**config.mk**
```make
export PLATFORM = sky130hd
export DESIGN_NAME = camera_param_sync
export DESIGN_NICKNAME = d
export VERILOG_FILES = /design/src/rtl/camera_param_sync.sv
export SDC_FILE = /design/constraint.sdc
export NUM_CORES = 1
export LEC_CHECK = 0
export ABC_AREA = 1
export BUFFER_PORTS_ARGS = -buffer_cell sky130_fd_sc_hd__buf_2
export CORE_MARGIN = 4
export CORE_UTILIZATION = 50
export DETAILED_ROUTE_END_ITERATION = 10
export PLACE_DENSITY = 0.72
export RECOVER_POWER = 100
export SKIP_CTS_REPAIR_TIMING = 1
export SYNTH_ARGS = -nofsm -noshare
export SYNTH_HDL_FRONTEND = slang
export SYNTH_SLANG_ARGS = --single-unit
export TNS_END_PERCENT = 30
```
**constraint.sdc**
```tcl
create_clock -name clk -period 62.9 [get_ports clk]
set_input_delay 3.145 -clock clk [delete_from_list [all_inputs] [get_ports clk]]
set_output_delay 3.145 -clock clk [all_outputs]
set_load 0.01 [all_outputs]
```
**src/rtl/camera_param_sync.sv**
```systemverilog
// Double-buffered camera parameters: the HPS writes the shadow bank, and the active bank
// takes a full copy at the first frame_start after a commit. Optional readback: CAMERA_READBACK_EN.
module camera_param_sync #(
  parameter int                DATA_W  = 27,
  parameter logic [DATA_W-1:0] FIX_ONE = 27'h0100000,
  parameter int                CNT_W   = 16
) (
  input  logic              clk,
  input  logic              reset,
  input  logic              wr_en,
  input  logic [3:0]        wr_addr,
  input  logic [DATA_W-1:0] wr_data,
  input  logic              commit,
  input  logic              frame_start,
`ifdef CAMERA_READBACK_EN
  input  logic [3:0]        rd_addr,
  output logic [DATA_W-1:0] rd_data,
`endif
  output logic              pending,
  output logic              swap_done,
  output logic              wr_err,
  output logic [CNT_W-1:0]  frame_cnt,
  output logic [DATA_W-1:0] eye_x,
  output logic [DATA_W-1:0] eye_y,
  output logic [DATA_W-1:0] eye_z,
  output logic [DATA_W-1:0] look_at_1_1,
  output logic [DATA_W-1:0] look_at_1_2,
  output logic [DATA_W-1:0] look_at_1_3,
  output logic [DATA_W-1:0] look_at_2_1,
  output logic [DATA_W-1:0] look_at_2_2,
  output logic [DATA_W-1:0] look_at_2_3,
  output logic [DATA_W-1:0] look_at_3_1,
  output logic [DATA_W-1:0] look_at_3_2,
  output logic [DATA_W-1:0] look_at_3_3
);

  localparam int NWORDS = 12;

  typedef enum logic {S_IDLE, S_PENDING} state_e;

  // Word 3, 7 and 11 are the matrix diagonal; everything else resets to zero.
  function automatic logic [DATA_W-1:0] reset_word(input int idx);
    return (idx == 3 || idx == 7 || idx == 11) ? FIX_ONE : '0;
  endfunction

  state_e            state_q, state_d;
  logic [DATA_W-1:0] shadow_q [NWORDS];
  logic [DATA_W-1:0] active_q [NWORDS];
  logic              swap_done_q, swap_done_d;
  logic              wr_err_q, wr_err_d;
  logic [CNT_W-1:0]  frame_cnt_q, frame_cnt_d;
  logic              copy_en;
  logic              wr_valid;

  assign wr_valid = wr_en && (wr_addr < 4'd12);

  // State register
  always_ff @(posedge clk or posedge reset) begin
    if (reset) state_q <= S_IDLE;
    else       state_q <= state_d;
  end

  // Next-state logic; commit together with frame_start from IDLE copies at once.
  always_comb begin
    // NOTE: default assignment first so no path leaves state_d unassigned (no latch).
    state_d = state_q;
    case (state_q)
      S_IDLE:    if (commit && !frame_start) state_d = S_PENDING;
      S_PENDING: if (frame_start)            state_d = S_IDLE;
      default:                               state_d = S_IDLE;
    endcase
  end

  // Output logic
  always_comb begin
    pending = 1'b0;
    copy_en = 1'b0;
    case (state_q)
      S_IDLE:    copy_en = frame_start && commit;
      S_PENDING: begin
        pending = 1'b1;
        copy_en = frame_start;
      end
      default: ;
    endcase
  end

  // Both banks need a defined camera out of reset, so they cannot live in reset-less RAM.
  always_ff @(posedge clk or posedge reset) begin
    if (reset) begin
      // NOTE: every word is reset explicitly here; a register file without reset would start as X.
      for (int i = 0; i < NWORDS; i++) begin
        shadow_q[i] <= reset_word(i);
        active_q[i] <= reset_word(i);
      end
    end else begin
      // NOTE: non-blocking, so a copy in the same edge as a write takes the pre-write shadow.
      for (int i = 0; i < NWORDS; i++) begin
        if (wr_valid && wr_addr == 4'(i)) shadow_q[i] <= wr_data;
        if (copy_en)                      active_q[i] <= shadow_q[i];
      end
    end
  end

  always_comb begin
    swap_done_d = copy_en;
    wr_err_d    = wr_err_q || (wr_en && !wr_valid);
    frame_cnt_d = frame_start ? frame_cnt_q + 1'b1 : frame_cnt_q;
  end

  always_ff @(posedge clk or posedge reset) begin
    if (reset) begin
      swap_done_q <= 1'b0;
      wr_err_q    <= 1'b0;
      frame_cnt_q <= '0;
    end else begin
      swap_done_q <= swap_done_d;
      wr_err_q    <= wr_err_d;
      frame_cnt_q <= frame_cnt_d;
    end
  end

`ifdef CAMERA_READBACK_EN
  logic [DATA_W-1:0] rd_data_q, rd_data_d;

  always_comb begin
    rd_data_d = '0;
    for (int i = 0; i < NWORDS; i++)
      if (rd_addr == 4'(i)) rd_data_d = shadow_q[i];
  end

  always_ff @(posedge clk or posedge reset) begin
    if (reset) rd_data_q <= '0;
    else       rd_data_q <= rd_data_d;
  end

  assign rd_data = rd_data_q;
`endif

  assign swap_done   = swap_done_q;
  assign wr_err      = wr_err_q;
  assign frame_cnt   = frame_cnt_q;
  assign eye_x       = active_q[0];
  assign eye_y       = active_q[1];
  assign eye_z       = active_q[2];
  assign look_at_1_1 = active_q[3];
  assign look_at_1_2 = active_q[4];
  assign look_at_1_3 = active_q[5];
  assign look_at_2_1 = active_q[6];
  assign look_at_2_2 = active_q[7];
  assign look_at_2_3 = active_q[8];
  assign look_at_3_1 = active_q[9];
  assign look_at_3_2 = active_q[10];
  assign look_at_3_3 = active_q[11];

endmodule

```
* Yosys cells after proc, flatten, opt, wreduce, memory -nomap -nowiden
Cells that the tools add are included.
** Storage, ports and cells
- Bits in registers :: 667
- Input port bits :: 36
- Output and inout bits :: 343
- Word-level logic and storage cells :: 67
** Operators by class
- $add $sub $neg :: 1
- Magnitude comparators :: 1
- Equality and inequality tests :: 11
- Mux-type cells :: 5
- Bitwise operators :: 1
- Reduce and logical (&&, ||, !) cells :: 20
** Operators by type and width (number)
- adder 16 x 1 -> 16 bit (second input constant) :: 1
- equality test 4 x 3 -> 1 bit (second input constant) :: 4
- equality test 4 bit (second input constant) :: 4
- logical AND 1 bit :: 16
- equality test 4 x 2 -> 1 bit (second input constant) :: 2
- equality test 4 x 1 -> 1 bit (second input constant) :: 1
- logical NOT 4 bit :: 1
- < comparator 4 bit (second input constant) :: 1
- one-hot mux 1 bit (2 select lines) :: 2
- two-way mux 1 bit :: 3
- logical NOT 1 bit :: 2
- logical OR 1 bit :: 1
- NOT 1 bit :: 1

* Longest topological paths before layout
- Depth after elaboration :: 5
- Depth in mapped cells :: 8
- Depth with buffers taken out :: 8

* Least setup slack after synthesis
OpenSTA, ideal clock, no wires.
- Path type :: input to register
- Start point :: in wr_en
- End point :: reg shadow_q[21] (netlist name)
- Setup time :: 131 ps
- Arrival :: 3985 ps
- Data required time :: 62769 ps
- Slack :: 58784 ps
- Stages :: 7
- Path buffers :: 2
- Cell sequence :: buf_4 > nand2_2 > nor2_4 > nand3_2 > clkbuf_1 > nand2_1 > o21ai_0
** On the way
- Word-level cells in the longest chain between the ends :: 2
** Ends and longest elaborated chain
- start: declaration :: line 10 : input logic wr_en,
- logical AND 1 bit :: line 55 : assign wr_valid = wr_en && (wr_addr < 4'd12);
- logical AND 1 bit :: line 99 : if (wr_valid && wr_addr == 4'(i)) shadow_q[i] <= wr_data;
- end signal: indexed assignment :: line 93 : shadow_q[i] <= reset_word(i);
- end signal: indexed assignment :: line 99
- end: declaration :: line 47 : logic [DATA_W-1:0] shadow_q [NWORDS];
No other way between the ends.
A chain may end at the register's enable or synchronous reset.

==> metrics.md <==
| Metric | Value |
|---|---|
| Outcome | `complete, but fails checks` |
| Failing checks | `capacitance limit, slew limit` |
| Leading post-synthesis cells by cell area | `dfrtp_1 67%, nand2_1 19%, o21ai_0 7.7%, inv_1 1.5%, buf_2 1.3%` |
| Nets | `2,920` |
| GPL Wtd Cong | `0.800` |
| Cells after synthesis | `2,555` |
| Setup-failing EPs final | `0` |
| IO buf count | `378` |
| Die height | `229 um` |
| Fin worst setup slack | `44,010 ps` |
| Largest stage delay on the critical path | `6530 ps` |
| Max clock buf depth | `3` |
| CTS Buf Count | `68` |
| Required @ worst endpoint | `62,770 ps` |
| Routed len/inst | `19.2 um` |
| Peak VDD IR | `0.0000223 V` |
| WP buf/inv | `5` |
| Synth cell types | `25` |
| Max FO, Critical Path | `181` |
| R2R depth | `6` |
| CORE AREA | `48,100 um2` |
| Final std cells w/o fill | `3,598` |
| H-tree Lvls | `3` |
| Drt pass-1 iters | `5` |
| Synth top area share | `0.674` |
| Worst Hold Depth | `2` |
| CP max-delay cell | `clkbuf_1` |
| Max layer used | `met5` |
| Die area | `52,700 um2` |
| Slew HR | `-5.04` |
| Total grt overflow | `0` |
| # rows | `80` |
| Worst Hold End | `eye_z[3]` |
| Critical Path Sink Type | `async pin` |
| Max-capacitance violation count | `23` |
| Post-Syn Nets | `2,592` |
| Pwr per Cell Area | `40.5 nW/um2` |
| Final hold slack | `462 ps` |
| Slew Limit Fails | `1,823` |
| Setup Slack @ Placement | `56,230 ps` |
| Crit path kind | `input port to async pin` |
| Tot Pwr | `1.15 mW` |
| Combinational power share | `0.154` |
| DRC Markers | `0` |
| F_max | `52.9 MHz` |
| Synthesized area per cell | `9.60 um2` |
| RR Startpoint | `state_q` |
| Crit-path cells | `buf_2 -> clkinvlp_2 -> clkbuf_1 -> clkbuf_1 -> clkbuf_1` |
| RSZ-0062 raised after global routing | `false` |
| Clock share of power | `0.343` |
| Seq/Total Area, Yosys | `0.681` |
| Largest net degree at the start of global routing | `182` |
| Final Hold Fails | `0` |
| Top delay family on crit path | `buffers and inverters` |
| DRT iter0 DRCs | `1,975` |
| Internal Power | `809 uW` |
| Reg-to-reg setup timing slack | `49,780 ps` |
| Worst-Margin Slew | `9050 ps` |
| Placed cell count | `3,469` |
| Reg with most FFs | `shadow_q` |
| Synthesized area | `24,500 um2` |
| Max Clock Skew | `12.7 ps` |
| Antenna violations before repair | `6` |
| Reg power frac | `0.503` |
| Post-layout util | `0.590` |
| CTS clock-pin slew for the worst setup and hold paths | `60 ps` |
| #FFs+latches synth | `667` |
| Dpl hpwl | `42,000 um` |
| Worst-Skew Late Latency | `600 ps` |
| Multi-input gate area | `6810 um2` |
| Sw Share | `0.297` |
| Hold Crit Class | `flop to flop` |
| Chip width | `229 um` |
| FILL cells | `4,208` |
| First-pass GRT wire length | `106,000 um` |
| Met2 WL post-DR | `31,800 um` |
| Initial core utilization | `0.509` |
| GRT Util Overall | `0.260` |
| Setup TNS Final | `0 ps` |
| M1 WL | `29,500 um` |
| Share of cells above drive strength 1 | `0.0511` |
| Critical path's most frequent cell | `clkbuf_1` |
| Leak | `14.4 nW` |
| Fin area | `28,400 um2` |
| Clk sinks | `667` |
| Vias in the first global route | `18,000` |
| DR vias/cell | `5.17` |
| Yosys top cell by area | `dfrtp_1` |
| CP startpoint kind | `input port` |
| Crit Reg-Reg Endpoint | `look_at_2_2[4]` |
| DRT Wirelength | `68,900 um` |
| DR WL met3 | `5460 um` |
| Root Buffer Master | `clkbuf_16` |
| Area post-placement | `26,800 um2` |
| Max reg flops | `324` |
| Final ANT Viol Nets | `0` |
| Start point of the critical path | `reset` |
| Crit path DAT | `18,760 ps` |
| Ys Warns | `0` |
| Tcrit/Tclk final | `0.300` |
| Reg area | `16,700 um2` |
| Area Overhead vs Synth | `15.8%` |
| Switching power of the nets | `342 uW` |
| Routed vias | `18,600` |
| Hold_sp | `shadow_q[246]` |
| Final worst path period need | `18,890 ps` |
| CTS tree | `built` |
| IO Pins | `379` |
-- metal layers --
metal / vias up / track usage
li1: 8639 / -
met1: 9182 / 0.371
met2: 681 / 0.401
met3: 102 / 0.0539
met4: 4 / 0.0947
met5: - / 0
-- power groups by stage --
stage | clock, mW | sequential [mW] | combinational [mW]
2_1_floorplan | 0 | 0.590 | 0.0876
3_3_place_gp | 0 | 0.580 | 0.184
4_1_cts | 0.401 | 0.576 | 0.192
3_5_place_dp | 0 | 0.582 | 0.190
6_report | 0.395 | 0.579 | 0.177
5_1_grt | 0.421 | 0.588 | 0.203
-- worst reg2reg max path, delay by kind of cell (launching register included) --
family	cells	cell delay, ps
AO/OA/AOI/OAI	1	120
AND/OR/NAND/NOR	2	610
buffers and inverters	3	11840
flip-flops	1	420
-- layout by cell type, fill, tap and decap left out, types with 2 or more instances in the layout --
cell	instances
a21oi_1	2
buf_2	33
buf_4	2
bufinv_16	2
clkbuf_1	373
clkbuf_16	70
clkbuf_8	13
clkinv_2	10
clkinvlp_2	2
clkinvlp_4	2
dfrtp_1	661
dfstp_1	2
dfstp_2	4
diode_2	9
inv_1	96
inv_6	4
nand2_1	1220
nand3_1	11
nand4_1	3
nor2_1	23
nor2_2	3
o21ai_0	378
xnor2_1	3
xor2_1	7
-- worst max-delay path by stage --
| stage | end | cells after the start | slack, ps |
|---|---|---|---|
| 3_5_place_dp | look_at_1_2[0] | 5 | 56230 |
| 3_3_place_gp | look_at_1_2[0] | 5 | 56310 |
| 6_report | look_at_1_2[1] | 5 | 44010 |
| 2_1_floorplan | eye_x[0] | 1 | 41070 |
| 4_1_cts | look_at_1_2[1] | 5 | 56880 |
| 5_1_grt | look_at_1_2[1] | 5 | 40460 |
-- cell type report --
cell class                 count  share of cell area
inverter                      99              0.0132
clock inverter                19             0.00621
multi-input combinational   1657               0.240
sequential                   667               0.588
tap                          656              0.0289
timing repair buffer         390              0.0532
clock buffer                 101              0.0703
antenna                        9            0.000793
-- synth_stat cells, drive strengths merged --
library cell / instances
a21oi: 2
and3: 1
buf: 71
clkbuf: 61
dfrtp: 661
dfstp: 6
ha: 1
inv: 99
nand2: 1221
nand3: 11
nand4: 3
nor2: 26
o21ai: 380
o21bai: 1
or2: 1
xnor2: 3
xor2: 7
-- cell families (layout without fill, tap and decap cells) --
family	after synthesis	count (layout)	share of synthesized area
fa+ha+maj	1	1	0.000510
xor+xnor	10	10	0.00357
buf+inv	231	609	0.0395
compound gates	383	383	0.0784
flops	667	667	0.681
simple gates	1263	1263	0.197
other cells	0	9	0
(Power assumes the default switching activity.)
